`config.mk`:
```
export PLATFORM = sky130hd
export DESIGN_NAME = ptp_reg_slave
export DESIGN_NICKNAME = d
export VERILOG_FILES = /design/src/rtl/ptp_reg_pkg.sv /design/src/rtl/ptp_reg_snapshot32.sv /design/src/rtl/ptp_reg_slave.sv
export SDC_FILE = /design/constraint.sdc
export NUM_CORES = 1
export LEC_CHECK = 0
export CAP_MARGIN = 20
export CORE_ASPECT_RATIO = 1.4
export CORE_MARGIN = 2
export CORE_UTILIZATION = 30
export DETAILED_ROUTE_END_ITERATION = 16
export HOLD_SLACK_MARGIN = 0.03
export SYNTH_ARGS = -nofsm -noshare
export SYNTH_HDL_FRONTEND = slang
export SYNTH_SLANG_ARGS = --single-unit
```
`constraint.sdc`:
```
create_clock -name i_clk -period 2.3 [get_ports i_clk]
set_input_delay 0.575 -clock i_clk [delete_from_list [all_inputs] [get_ports i_clk]]
set_output_delay 0.575 -clock i_clk [all_outputs]
set_load 0.01 [all_outputs]
```
`src/rtl/ptp_reg_pkg.sv`:
```
// Shared constants for the PTP register slave: address map, reset values and field positions.
package ptp_reg_pkg;

    localparam logic [7:0] ADDR_CTRL      = 8'h00;
    localparam logic [7:0] ADDR_PRIO      = 8'h01;
    localparam logic [7:0] ADDR_INTV      = 8'h02;
    localparam logic [7:0] ADDR_ROLE      = 8'h03;
    localparam logic [7:0] ADDR_STATE     = 8'h04;
    localparam logic [7:0] ADDR_PDELAY_LO = 8'h10;
    localparam logic [7:0] ADDR_PDELAY_HI = 8'h11;
    localparam logic [7:0] ADDR_FWD_LO    = 8'h12;
    localparam logic [7:0] ADDR_FWD_HI    = 8'h13;
    localparam logic [7:0] ADDR_OFFSET_LO = 8'h14;
    localparam logic [7:0] ADDR_OFFSET_HI = 8'h15;
    localparam logic [7:0] ADDR_OFFSIGN   = 8'h16;
    localparam logic [7:0] ADDR_SYNC_CNT  = 8'h20;
    localparam logic [7:0] ADDR_PREQ_CNT  = 8'h21;

    localparam logic [15:0] RST_CTRL = 16'h0000;
    localparam logic [15:0] RST_PRIO = 16'hF6F8;
    localparam logic [15:0] RST_INTV = 16'h00FD;

    localparam int CTRL_ENABLE_BIT  = 0;
    localparam int CTRL_TWOSTEP_BIT = 1;
    localparam int PRIO1_LSB        = 8;
    localparam int PRIO2_LSB        = 0;
    localparam int INTV_PDELAY_LSB  = 8;
    localparam int INTV_SYNC_LSB    = 0;

    localparam logic [15:0] CNT_MAX = 16'hFFFF;

endpackage

```
`src/rtl/ptp_reg_snapshot32.sv`:
```
// 32-bit status value with a live register and a high-half shadow loaded when the low half is read,
// so a lo-then-hi read pair always returns one consistent sample.
module ptp_reg_snapshot32 (
    input  logic        clk,
    input  logic        rst,
    input  logic [31:0] value,
    input  logic        value_valid,
    input  logic        sign,
    input  logic        lo_read,
    output logic [31:0] live,
    output logic [15:0] shadow_hi,
    output logic        shadow_sign
);

    logic live_sign;

    // Shadow samples the pre-update live value, so a coinciding valid never splits a pair.
    always_ff @(posedge clk) begin
        if (rst) begin
            live        <= 32'h0000_0000;
            live_sign   <= 1'b0;
            shadow_hi   <= 16'h0000;
            shadow_sign <= 1'b0;
        end else begin
            if (value_valid) begin
                live      <= value;
                live_sign <= sign;
            end
            if (lo_read) begin
                shadow_hi   <= live[31:16];
                shadow_sign <= live_sign;
            end
        end
    end

endmodule

```
`src/rtl/ptp_reg_slave.sv`:
```
// Register-bus responder for the PTP core: writable configuration, captured datapath status,
// saturating event counters and a registered read port with one-cycle latency.
module ptp_reg_slave
    import ptp_reg_pkg::*;
#(
    parameter int REG_ADDR_BUS_WIDTH = 8,
    parameter int REG_DATA_BUS_WIDTH = 16,
    parameter int PORT_NUM           = 8,
    parameter int TIMESTAMP_WIDTH    = 80
) (
    input  logic                          i_clk,
    input  logic                          i_rst,
    input  logic                          i_ptp_reg_bus_we,
    input  logic [REG_ADDR_BUS_WIDTH-1:0] i_ptp_reg_bus_we_addr,
    input  logic [REG_DATA_BUS_WIDTH-1:0] i_ptp_reg_bus_we_din,
    input  logic                          i_ptp_reg_bus_we_din_v,
    input  logic                          i_ptp_reg_bus_rd,
    input  logic [REG_ADDR_BUS_WIDTH-1:0] i_ptp_reg_bus_rd_addr,
    output logic [REG_DATA_BUS_WIDTH-1:0] o_ptp_reg_bus_rd_dout,
    output logic                          o_ptp_reg_bus_rd_dout_v,
    input  logic [PORT_NUM*2-1:0]         i_bcm_port_role,
    input  logic                          i_bcm_port_valid,
    input  logic [2:0]                    i_ptp_bcm_state,
    input  logic                          i_ptp_bcm_state_valid,
    input  logic [31:0]                   i_pdelay_time,
    input  logic                          i_pdelay_time_valid,
    input  logic [31:0]                   i_forward_time,
    input  logic                          i_forward_time_valid,
    input  logic [TIMESTAMP_WIDTH-1:0]    i_slave_clockoffset,
    input  logic                          i_slave_clockoffset_sign,
    input  logic                          i_slave_clockoffset_valid,
    input  logic                          i_sync_valid,
    input  logic                          i_pdelay_req_valid,
    output logic                          o_ptp_enable,
    output logic                          o_twostep,
    output logic [7:0]                    o_priority1,
    output logic [7:0]                    o_priority2,
    output logic [7:0]                    o_log_sync_interval,
    output logic [7:0]                    o_log_pdelay_interval
);

    localparam int AW = REG_ADDR_BUS_WIDTH;
    localparam int RW = PORT_NUM * 2;

    function automatic logic addr_is(input logic [AW-1:0] addr, input logic [7:0] reg_addr);
        return addr == AW'(reg_addr);
    endfunction

    function automatic logic [15:0] sat_inc16(input logic [15:0] cnt);
        return (cnt == CNT_MAX) ? cnt : cnt + 16'd1;
    endfunction

    logic        wr_en;
    logic [15:0] wr_data;
    logic [1:0]  ctrl_reg;
    logic [15:0] prio_reg;
    logic [15:0] intv_reg;
    logic [RW-1:0] role_reg;
    logic [2:0]  state_reg;
    logic [15:0] sync_cnt;
    logic [15:0] preq_cnt;

    logic [31:0] pdelay_live, fwd_live, offset_live;
    logic [15:0] pdelay_shadow_hi, fwd_shadow_hi, offset_shadow_hi;
    logic        offset_shadow_sign;
    logic        unused_pdelay_sign, unused_fwd_sign, unused_offset_hi;

    logic [15:0] rd_word;
    logic [15:0] rd_data_p1;
    logic        vld_p1;

    assign wr_en   = i_ptp_reg_bus_we && i_ptp_reg_bus_we_din_v;
    assign wr_data = 16'(i_ptp_reg_bus_we_din);

    assign unused_offset_hi = ^i_slave_clockoffset[TIMESTAMP_WIDTH-1:32];

    // Configuration registers; read-only and unmapped addresses fall through untouched.
    always_ff @(posedge i_clk) begin
        if (i_rst) begin
            ctrl_reg <= RST_CTRL[1:0];
            prio_reg <= RST_PRIO;
            intv_reg <= RST_INTV;
        end else if (wr_en) begin
            if (addr_is(i_ptp_reg_bus_we_addr, ADDR_CTRL)) ctrl_reg <= wr_data[1:0];
            if (addr_is(i_ptp_reg_bus_we_addr, ADDR_PRIO)) prio_reg <= wr_data;
            if (addr_is(i_ptp_reg_bus_we_addr, ADDR_INTV)) intv_reg <= wr_data;
        end
    end

    assign o_ptp_enable          = ctrl_reg[CTRL_ENABLE_BIT];
    assign o_twostep             = ctrl_reg[CTRL_TWOSTEP_BIT];
    assign o_priority1           = prio_reg[PRIO1_LSB +: 8];
    assign o_priority2           = prio_reg[PRIO2_LSB +: 8];
    assign o_log_pdelay_interval = intv_reg[INTV_PDELAY_LSB +: 8];
    assign o_log_sync_interval   = intv_reg[INTV_SYNC_LSB +: 8];

    always_ff @(posedge i_clk) begin
        if (i_rst) begin
            role_reg  <= '0;
            state_reg <= 3'd0;
        end else begin
            if (i_bcm_port_valid)      role_reg  <= i_bcm_port_role;
            if (i_ptp_bcm_state_valid) state_reg <= i_ptp_bcm_state;
        end
    end

    // A clear write beats a same-cycle event pulse.
    always_ff @(posedge i_clk) begin
        if (i_rst) begin
            sync_cnt <= 16'h0000;
            preq_cnt <= 16'h0000;
        end else begin
            if (wr_en && addr_is(i_ptp_reg_bus_we_addr, ADDR_SYNC_CNT)) sync_cnt <= 16'h0000;
            else if (i_sync_valid)                                       sync_cnt <= sat_inc16(sync_cnt);
            if (wr_en && addr_is(i_ptp_reg_bus_we_addr, ADDR_PREQ_CNT)) preq_cnt <= 16'h0000;
            else if (i_pdelay_req_valid)                                 preq_cnt <= sat_inc16(preq_cnt);
        end
    end

    ptp_reg_snapshot32 u_snap_pdelay (
        .clk         (i_clk),
        .rst         (i_rst),
        .value       (i_pdelay_time),
        .value_valid (i_pdelay_time_valid),
        .sign        (1'b0),
        .lo_read     (i_ptp_reg_bus_rd && addr_is(i_ptp_reg_bus_rd_addr, ADDR_PDELAY_LO)),
        .live        (pdelay_live),
        .shadow_hi   (pdelay_shadow_hi),
        .shadow_sign (unused_pdelay_sign)
    );

    ptp_reg_snapshot32 u_snap_fwd (
        .clk         (i_clk),
        .rst         (i_rst),
        .value       (i_forward_time),
        .value_valid (i_forward_time_valid),
        .sign        (1'b0),
        .lo_read     (i_ptp_reg_bus_rd && addr_is(i_ptp_reg_bus_rd_addr, ADDR_FWD_LO)),
        .live        (fwd_live),
        .shadow_hi   (fwd_shadow_hi),
        .shadow_sign (unused_fwd_sign)
    );

    ptp_reg_snapshot32 u_snap_offset (
        .clk         (i_clk),
        .rst         (i_rst),
        .value       (i_slave_clockoffset[31:0]),
        .value_valid (i_slave_clockoffset_valid),
        .sign        (i_slave_clockoffset_sign),
        .lo_read     (i_ptp_reg_bus_rd && addr_is(i_ptp_reg_bus_rd_addr, ADDR_OFFSET_LO)),
        .live        (offset_live),
        .shadow_hi   (offset_shadow_hi),
        .shadow_sign (offset_shadow_sign)
    );

    always_comb begin
        rd_word = 16'h0000;
        case (i_ptp_reg_bus_rd_addr)
            AW'(ADDR_CTRL):      rd_word = {14'h0000, ctrl_reg};
            AW'(ADDR_PRIO):      rd_word = prio_reg;
            AW'(ADDR_INTV):      rd_word = intv_reg;
            AW'(ADDR_ROLE):      rd_word = 16'(role_reg);
            AW'(ADDR_STATE):     rd_word = {13'h0000, state_reg};
            AW'(ADDR_PDELAY_LO): rd_word = pdelay_live[15:0];
            AW'(ADDR_PDELAY_HI): rd_word = pdelay_shadow_hi;
            AW'(ADDR_FWD_LO):    rd_word = fwd_live[15:0];
            AW'(ADDR_FWD_HI):    rd_word = fwd_shadow_hi;
            AW'(ADDR_OFFSET_LO): rd_word = offset_live[15:0];
            AW'(ADDR_OFFSET_HI): rd_word = offset_shadow_hi;
            AW'(ADDR_OFFSIGN):   rd_word = {15'h0000, offset_shadow_sign};
            AW'(ADDR_SYNC_CNT):  rd_word = sync_cnt;
            AW'(ADDR_PREQ_CNT):  rd_word = preq_cnt;
            default:             rd_word = 16'h0000;
        endcase
    end

    // Stage p1: registered read data; holds its value between reads.
    always_ff @(posedge i_clk) begin
        if (i_rst) begin
            vld_p1     <= 1'b0;
            rd_data_p1 <= 16'h0000;
        end else begin
            vld_p1 <= i_ptp_reg_bus_rd;
            if (i_ptp_reg_bus_rd) rd_data_p1 <= rd_word;
        end
    end

    assign o_ptp_reg_bus_rd_dout   = REG_DATA_BUS_WIDTH'(rd_data_p1);
    assign o_ptp_reg_bus_rd_dout_v = vld_p1;

endmodule
```
# Word level (Yosys, flattened, before mapping)
# Index checks and enable logic that the tools add are counted.
[totals] reg_bits=248 input_bits=208 output_inout_bits=51 elab_cells=56
[classes] addsub=2 n_eq_ne=19 n_mux=1 bitwise=2 reduce_logical=15
[op_table] op="one-hot mux 16 bit (14 select lines)" n=1
[op_table] op="== test 8 x 5 -> 1 bit, second input constant" n=7
[op_table] op="adder 16 x 1 -> 16 bit, second input constant" n=2
[op_table] op="== test 16 bit, second input constant" n=2
[op_table] op="== test 8 x 6 -> 1 bit, second input constant" n=4
[op_table] op="== test 8 x 2 -> 1 bit, second input constant" n=3
[op_table] op="== test 8 x 1 -> 1 bit, second input constant" n=2
[op_table] op="logical NOT 8 bit" n=2
[op_table] op="AND reduction 2 bit" n=5
[op_table] op="== test 8 x 3 -> 1 bit, second input constant" n=1
[op_table] op="logical AND 1 bit" n=6
[op_table] op="OR reduction 2 bit" n=2
[op_table] op="NOT 1 bit" n=2

# Logic depth before layout (Yosys ltp)
# Gate-level depths: netlist (run 1).
[logic_depth] depth_word=3 mapped_depth=9 mapped_depth_nobuf=6

# Modules after synthesis
# Synthesis (run 1) repeated with hierarchy kept, for this count alone.
[unflattened] hier_cells=1108 area_unflattened_um2=11154.4
[by_module_without_submodules] module="ptp_reg_slave" instances=1 cells_each=622 area_per_inst_um2=5704.2 seq_area_each_um2=2042.0
[by_module_without_submodules] module="ptp_reg_snapshot32" instances=3 cells_each=162 area_per_inst_um2=1816.7 seq_area_each_um2=1001.0

# Worst setup path before layout (run 1)
# No wires, ideal clock.
[synth_timing] kind="input to register" startpoint="input port i_ptp_reg_bus_rd_addr[4]" endpoint="register rd_data_p1[12] (netlist: o_ptp_reg_bus_rd_dout[12])" setup_ps=145 t_arrival_ps=1914 t_required_ps=2155 slack_ps=241 path_stages=8 n_path_buf=4 path_cell_list="buf_2 > nor4b_2 > buf_4 > and3_1 > clkbuf_2 > buf_6 > a2111oi_0 > a221oi_1"
[synth_via] elab_chain_cells=2 elab_cells_between_ends=15 classes_between="eq/ne (13); mux (1); reduce/logical (1)"
[synth_lines] element="from (decl)" line_no="ptp_reg_slave.sv:18" source="input logic [REG_ADDR_BUS_WIDTH-1:0] i_ptp_reg_bus_rd_addr,"
[synth_lines] element="== test 8 x 6 -> 1 bit, or another cell as far along" line_no="ptp_reg_slave.sv:158" source="case (i_ptp_reg_bus_rd_addr)"
[synth_lines] element="one-hot mux 16 bit (14 select lines) *" line_no="ptp_reg_slave.sv:158"
[synth_lines] element="to (signal assigned)" line_no="ptp_reg_slave.sv:184" source="if (i_ptp_reg_bus_rd) rd_data_p1 <= rd_word;"
[synth_lines] element="to (decl)" line_no="ptp_reg_slave.sv:69" source="logic [15:0] rd_data_p1;"
# Every way passes the cells marked *; elsewhere a longest branch is shown, timed or not.
# A chain may end at the register's enable or synchronous reset.

# Worst setup path in the final report (run 1)
[layout_timing] startpoint="register prio_reg[5]" endpoint="output port o_priority2[5]"
[layout_rtl] element="from (decl)" line_no="ptp_reg_slave.sv:56" source="logic [15:0] prio_reg;"
[layout_rtl] element="from (signal assigned)" line_no="ptp_reg_slave.sv:85" source="if (addr_is(i_ptp_reg_bus_we_addr, ADDR_PRIO)) prio_reg <= wr_data;"
[layout_rtl] element="to (decl)" line_no="ptp_reg_slave.sv:37" source="output logic [7:0] o_priority2,"
# No word-level cell between the ends.

==> flow_summary.toml, run 1 <==
[worst_setup_path]
path_cells = "clkdlybuf4s50_1"
cp.arrival_ns = 1.59
crit_type = "reg2out"
cp-end-kind = "primary output"
cp_slowest_stage_delay_ns = 0.59
start_kind = "register"
crit_path_max_fanout = 3
path_buf_inv = 1
cpMaxStageDelayCell = "clkdlybuf4s50_1"
cp_top_family = "buffers and inverters"
cp.required_ns = 1.73

[placed_design]
place.port_buffers = 210
place_congestion = 0.9170
dpl.hpwl_mm = 29.25
place_area_mm2 = 0.01425

[synth]
synth_cells = 1229
synth_top_flop_cell = "dfxtp_1"
synth_seq_cells = 248
async_flop_share_pct = 0
seq_area_frac_synth_pct = 44.84
synth_area_mm2 = 0.01107
synth_area_per_cell_um2 = 9.010
synth_edf_count = 0
ys_types = 71
syn_nets = 1439
yosys_warnings = 0

[clock_network]
h-tree-depth = 1
cts_resized = 0
cts_tree = "built"
path_clk_slew_ns = 0.06
clk_latency_ns = 0.56
cts_sinks = 248
post_cts_buffers = 0
cts_buffers = 25
ctsHoldBuffers = 0
clockBufferDepth = 3
clockRootBuffer = "clkbuf_16"

[floorplanning]
chipWidth_um = 166.4
die_area_mm2 = 0.03848
core-area_mm2 = 0.03656
start_util_pct = 30.29
die_h_um = 231.3
rows = 83
pin_count = 259

[layout]
drive_above_1_share_pct = 12.84
syn2layout_area_growth_pct = 36.95
finish.utilization_pct = 41.48
final_common_cell = "dfxtp_1"
mostFrequentLayoutCells = "dfxtp_1, clkdlybuf4s50_1, nand2_1"
nets = 1679
regArea_mm2 = 0.004965
fillerInstances = 3694
post-route-cell-area_mm2 = 0.01516
multi_input_area_mm2 = 0.005649
top_regs = "u_snap_fwd.live x32, u_snap_offset.live x32, u_snap_pdelay.live x32"

[timing]
clock_skew_ns = 0.02645
rsz0062_at_grt = "no"
period_needed_ns = 2.170
slew_headroom_pct = 67.32
tightest_slew_ns = 0.4892
hold_viol = 0
slew_viol_final = 0
setup-violations-final = 0
fmax_mhz = 460.9
period_share_pct = 94.34

[drt]
viasPerCell = 4.987
wl_per_cell_um = 19.44
drt-pass1-iter-count = 5
totalWireLength_mm = 38.05
final_antenna_net_count = 0
num_vias = 9760
drt_iter0_markers = 694
post-route-drc-count = 0

[global_routing]
grt_overflow = 0
grt_max_degree = 94
grt_pass1_vias = 9677
grt_first_pass_wirelength_mm = 57.61
antenna_found_initial = 6
grtUsageTotal_pct = 19.25

[power]
p_leak_uw = 0.005849
p_per_area_mw_per_mm2 = 659.7
ir_drop_v = 0.0004444

[run]
drv_cap = 0

[min_path]
hp-class = "reg2reg"

[run_status]
status = "finished clean"
## final timing paths
check | startpoint | slack [ns] | end | depth (start not counted)
worst max-delay path | prio_reg[5] | 0.13 | o_priority2[5] | 1
worst max register to register | sync_cnt[0] | 0.40 | sync_cnt[1] | 6
worst min register to register | u_snap_offset.live[19] | 0.45 | u_snap_offset.shadow_hi[3] | 2
worst min-delay path | u_snap_offset.live[19] | 0.45 | u_snap_offset.shadow_hi[3] | 2
## per-layer routing
metal	wire, um	track usage (%)	up-vias	share of wire, %
li1	-	-	4807	-
met1	15500	22.91	4577	41
met2	19010	34.16	297	50
met3	1913	2.783	73	5.0
met4	1586	8.863	6	4.2
met5	39	0	-	0.10
## report_power, final
group | switching [uW] | internal (uW) | total, uW | leakage [uW]
Clock | 1780 | 2740 | 4520 | 0.000440
Sequential | 111 | 4430 | 4540 | 0.00202
Combinational | 428 | 520 | 948 | 0.00339
Total | 2320 | 7680 | 10000 | 0.00585
## worst min-delay path: stages, from the launching register on
cell and delay [ns]:
dfxtp_1 0.31, nand2_1 0.05, a21oi_1 0.05
## stage by stage
stage | instances | TNS, ns | worst slack (ns) | power, uW | hold WS [ns]
6_report | 1957 | 0 | 0.1303 | 10000 | 0.4509
2_1_floorplan | 1229 | 0 | 0.2413 | 5025 | 0.4312
3_3_place_gp | 1909 | -13.63 | -0.3337 | 5576 | 0.4390
4_1_cts | 1954 | 0 | 0.08422 | 10120 | 0.4511
3_5_place_dp | 1909 | -15.01 | -0.3746 | 5586 | 0.4442
5_1_grt | 1957 | 0 | 0.02831 | 10350 | 0.4690
## logic make-up after synthesis
| kind of cell | after synthesis | synth area share (%) |
|---|---|---|
| multiplexers | 158 | 14.75 |
| AND/OR/NAND/NOR | 490 | 20.25 |
| buffers and inverters | 104 | 4.282 |
| XOR/XNOR | 27 | 2.136 |
| adder cells (fa/ha/maj) | 2 | 0.2260 |
| flip-flops | 248 | 44.84 |
| AO/OA/AOI/OAI | 200 | 13.53 |
## final cells by class
class / count / share of cell area (%)
Clock buffer: 36 / 4.728
Inverter: 14 / 0.3465
Tap cell: 467 / 3.853
Antenna cell: 3 / 0.04951
Clock inverter: 9 / 1.238
Sequential cell: 248 / 32.74
Timing Repair Buffer: 303 / 19.79
Multi-Input combinational cell: 877 / 37.25
## Yosys cell counts (all sizes together) (3+ instances only)
| master | count | area [um2] |
|---|---|---|
| a32oi | 4 | 35.03 |
| buf | 43 | 242.7 |
| a2111oi | 4 | 47.55 |
| o22ai | 7 | 43.79 |
| and4 | 3 | 26.28 |
| a32o | 4 | 40.04 |
| inv | 14 | 52.55 |
| nor2 | 175 | 656.9 |
| and3 | 14 | 87.58 |
| a21oi | 61 | 305.3 |
| mux2 | 21 | 236.5 |
| a211o | 7 | 61.31 |
| clkbuf | 47 | 178.9 |
| nand3 | 35 | 180.2 |
| nor4b | 4 | 71.32 |
| a2bb2oi | 3 | 26.28 |
| a222oi | 4 | 40.04 |
| dfxtp | 248 | 4965 |
| and2 | 3 | 18.77 |
| mux2i | 135 | 1351 |
| nand2b | 5 | 31.28 |
| nand2 | 186 | 698.2 |
| nor2b | 11 | 68.82 |
| a22o | 14 | 122.6 |
| xnor2 | 16 | 140.1 |
| a211oi | 17 | 132.6 |
| xor2 | 11 | 96.34 |
| o21ai | 15 | 75.07 |
| nor4 | 7 | 80.07 |
| a221oi | 15 | 193.9 |
| nand3b | 12 | 90.09 |
| a22oi | 27 | 222.7 |
| nor3 | 15 | 80.08 |
| nand4 | 10 | 62.56 |
Note: power is estimated with default switching activity, not from simulation.
==> run 2, diff against run 1 <==
--- a/config.mk
+++ b/config.mk
@@ -11,6 +11,7 @@
 export CORE_UTILIZATION = 30
 export DETAILED_ROUTE_END_ITERATION = 16
 export HOLD_SLACK_MARGIN = 0.03
+export REMOVE_ABC_BUFFERS = 1
 export SYNTH_ARGS = -nofsm -noshare
 export SYNTH_HDL_FRONTEND = slang
 export SYNTH_SLANG_ARGS = --single-unit
==> run 2 against run 1 <==
Clock skew is 0.013 ns lower. Die area stayed put. Worst hold slack worse by 0.0027 ns. Clock-buffer cell count is 2 lower. Register-to-register slack better by 0.04 ns. Core utilization is 0.85 points higher. Final cell count is 1.4% higher. Routed wire length is 3.8% lower. Fmax is 0.50% lower. Via count is 0.42% lower. Sequential power hardly changed. Combinational power is 5% higher. Largest cell class unchanged.
==> flow_summary.toml, run 2 (synthesized netlist as in run 1, its figures left out) <==
[drt]
wl_per_cell_um = 18.46
drt_iter0_markers = 700
totalWireLength_mm = 36.62
post-route-drc-count = 0
viasPerCell = 4.899
drt-pass1-iter-count = 5
num_vias = 9719
final_antenna_net_count = 0

[floorplanning]
start_util_pct = 30.29
pin_count = 259
die_area_mm2 = 0.03848
rows = 83
die_h_um = 231.3
chipWidth_um = 166.4
core-area_mm2 = 0.03656

[power]
ir_drop_v = 0.0006179
swShare_pct = 22.55
pwr-share-clk_pct = 45.5
p_switching_uw = 2281
p_per_area_mw_per_mm2 = 653.7
seq_power_share_pct = 44.6
combPwrFrac_pct = 9.9
p_leak_uw = 0.006047
p_int_uw = 7835

[global_routing]
antenna_found_initial = 0
grtUsageTotal_pct = 18.70
grt_overflow = 0
grt_pass1_vias = 9783
grt_max_degree = 112
grt_first_pass_wirelength_mm = 56.78

[timing]
fmax_mhz = 458.6
clock_skew_ns = 0.01318
tightest_slew_ns = 0.5442
slew_headroom_pct = 63.72
rsz0062_at_grt = "no"
worst_slack_ns = 0.1193
hold_viol = 0
slew_viol_final = 0
setup-violations-final = 0
period_needed_ns = 2.181
setup_tns_ns = 0
period_share_pct = 94.81

[worst_setup_path]
cp.arrival_ns = 2.57
cp.required_ns = 2.68
crit_type = "in2reg"
cp_slowest_stage_delay_ns = 0.46
cp_top_family = "buffers and inverters"
start_kind = "input port"
path_cells = "clkdlybuf4s50_1, buf_12, nor2b_1, buf_4, a22o_1, a222oi_1, buf_4, a2bb2oi_1, a221oi_1"
critPathMostFrequentCell = "buf_4"
cp-end-kind = "register"
cpMaxStageDelayCell = "clkdlybuf4s50_1"
crit_path_max_fanout = 15
path_buf_inv = 4

[clock_network]
clockBufferDepth = 3
cts_tree = "built"
path_clk_slew_ns = 0.06
h-tree-depth = 1
ctsHoldBuffers = 0
cts_sinks = 248
cts_buffers = 26
post_cts_buffers = 0
clk_latency_ns = 0.54
clockRootBuffer = "clkbuf_16"
cts_resized = 0

[placed_design]
place.port_buffers = 210
place_area_mm2 = 0.01453
place_congestion = 0.8943
dpl.hpwl_mm = 27.77
place_ws_ns = -0.3902

[layout]
nets = 1708
finish.utilization_pct = 42.33
num_antenna_cells = 0
drive_above_1_share_pct = 14.83
post-route-cell-area_mm2 = 0.01547
syn2layout_area_growth_pct = 39.75
final_common_cell = "dfxtp_1"
mostFrequentLayoutCells = "dfxtp_1, clkdlybuf4s50_1, nand2_1"
top_regs = "u_snap_fwd.live x32, u_snap_offset.live x32, u_snap_pdelay.live x32"

[run]
drv_cap = 0

[min_path]
hp-class = "reg2reg"

[run_status]
status = "finished clean"
[run 2: changes by cell type in the layout (fill, tap and decap cells not counted), sizes merged]
cell,before,now
buf,99,127
clkinvlp,1,0
clkinv,2,8
inv,15,14
clkbuf,36,34
diode,3,0
[run 2: through the flow]
| stage | total power (uW) | cells | hold slack (ns) |
|---|---|---|---|
| floorplan | 4884 | 1139 | 0.4251 |
| global placement | 5593 | 1937 | 0.4402 |
| detailed placement | 5606 | 1937 | 0.4464 |
| CTS | 10250 | 1984 | 0.4499 |
| global route | 10500 | 1984 | 0.4624 |
| finish | 10120 | 1984 | 0.4482 |
[run 2: worst min-delay path, cell delays in order (launching register included)]
cell     delay (ns)
dfxtp_1        0.31
nand2_1        0.06
a21oi_1        0.05
[run 2: path summary, 6_finish.rpt]
kind                                  from                          to  slack, ns  depth (start not counted)
setup / recovery  i_ptp_reg_bus_rd_addr[2]    o_ptp_reg_bus_rd_dout[8]       0.12                          9
hold / removal      u_snap_offset.live[20]  u_snap_offset.shadow_hi[4]       0.45                          2
setup reg to reg               sync_cnt[0]                 sync_cnt[1]       0.44                          6
hold reg to reg     u_snap_offset.live[20]  u_snap_offset.shadow_hi[4]       0.45                          2
[run 2: layout make-up]
cell class                      instances  area, um2
Clock buffer                           34      752.0
Clock inverter                         13      197.7
Fill cell                            3648      21080
Inverter                               14      52.55
Multi-Input combinational cell        877       5649
Sequential cell                       248       4965
Tap cell                              467      584.3
Timing Repair Buffer                  331       3274
[run 2: routing by layer]
metal	GRT usage, %	vias up	share of wire (%)
met4	6.196	0	2.9
met3	3.176	49	4.9
li1	-	4853	-
met2	33.63	252	50
met1	22.57	4565	42
met5	0	-	0
[run 2: power by group through the flow]
stage          sequential, uW  combinational, uW  clock, uW
2_1_floorplan            4570                313          0
3_3_place_gp             4600                992          0
5_1_grt                  4520               1080       4900
6_report                 4510               1000       4610
4_1_cts                  4510               1010       4730
3_5_place_dp             4600               1000          0
==> run 3, diff against run 2 <==
--- a/config.mk
+++ b/config.mk
@@ -5,12 +5,11 @@
 export SDC_FILE = /design/constraint.sdc
 export NUM_CORES = 1
 export LEC_CHECK = 0
-export CAP_MARGIN = 20
 export CORE_ASPECT_RATIO = 1.4
 export CORE_MARGIN = 2
 export CORE_UTILIZATION = 30
 export DETAILED_ROUTE_END_ITERATION = 16
-export HOLD_SLACK_MARGIN = 0.03
+export HOLD_SLACK_MARGIN = 0.12
 export REMOVE_ABC_BUFFERS = 1
 export SYNTH_ARGS = -nofsm -noshare
 export SYNTH_HDL_FRONTEND = slang
==> results of run 3 <==
The final DEF is identical to that of run 2; final timing and power are the same.
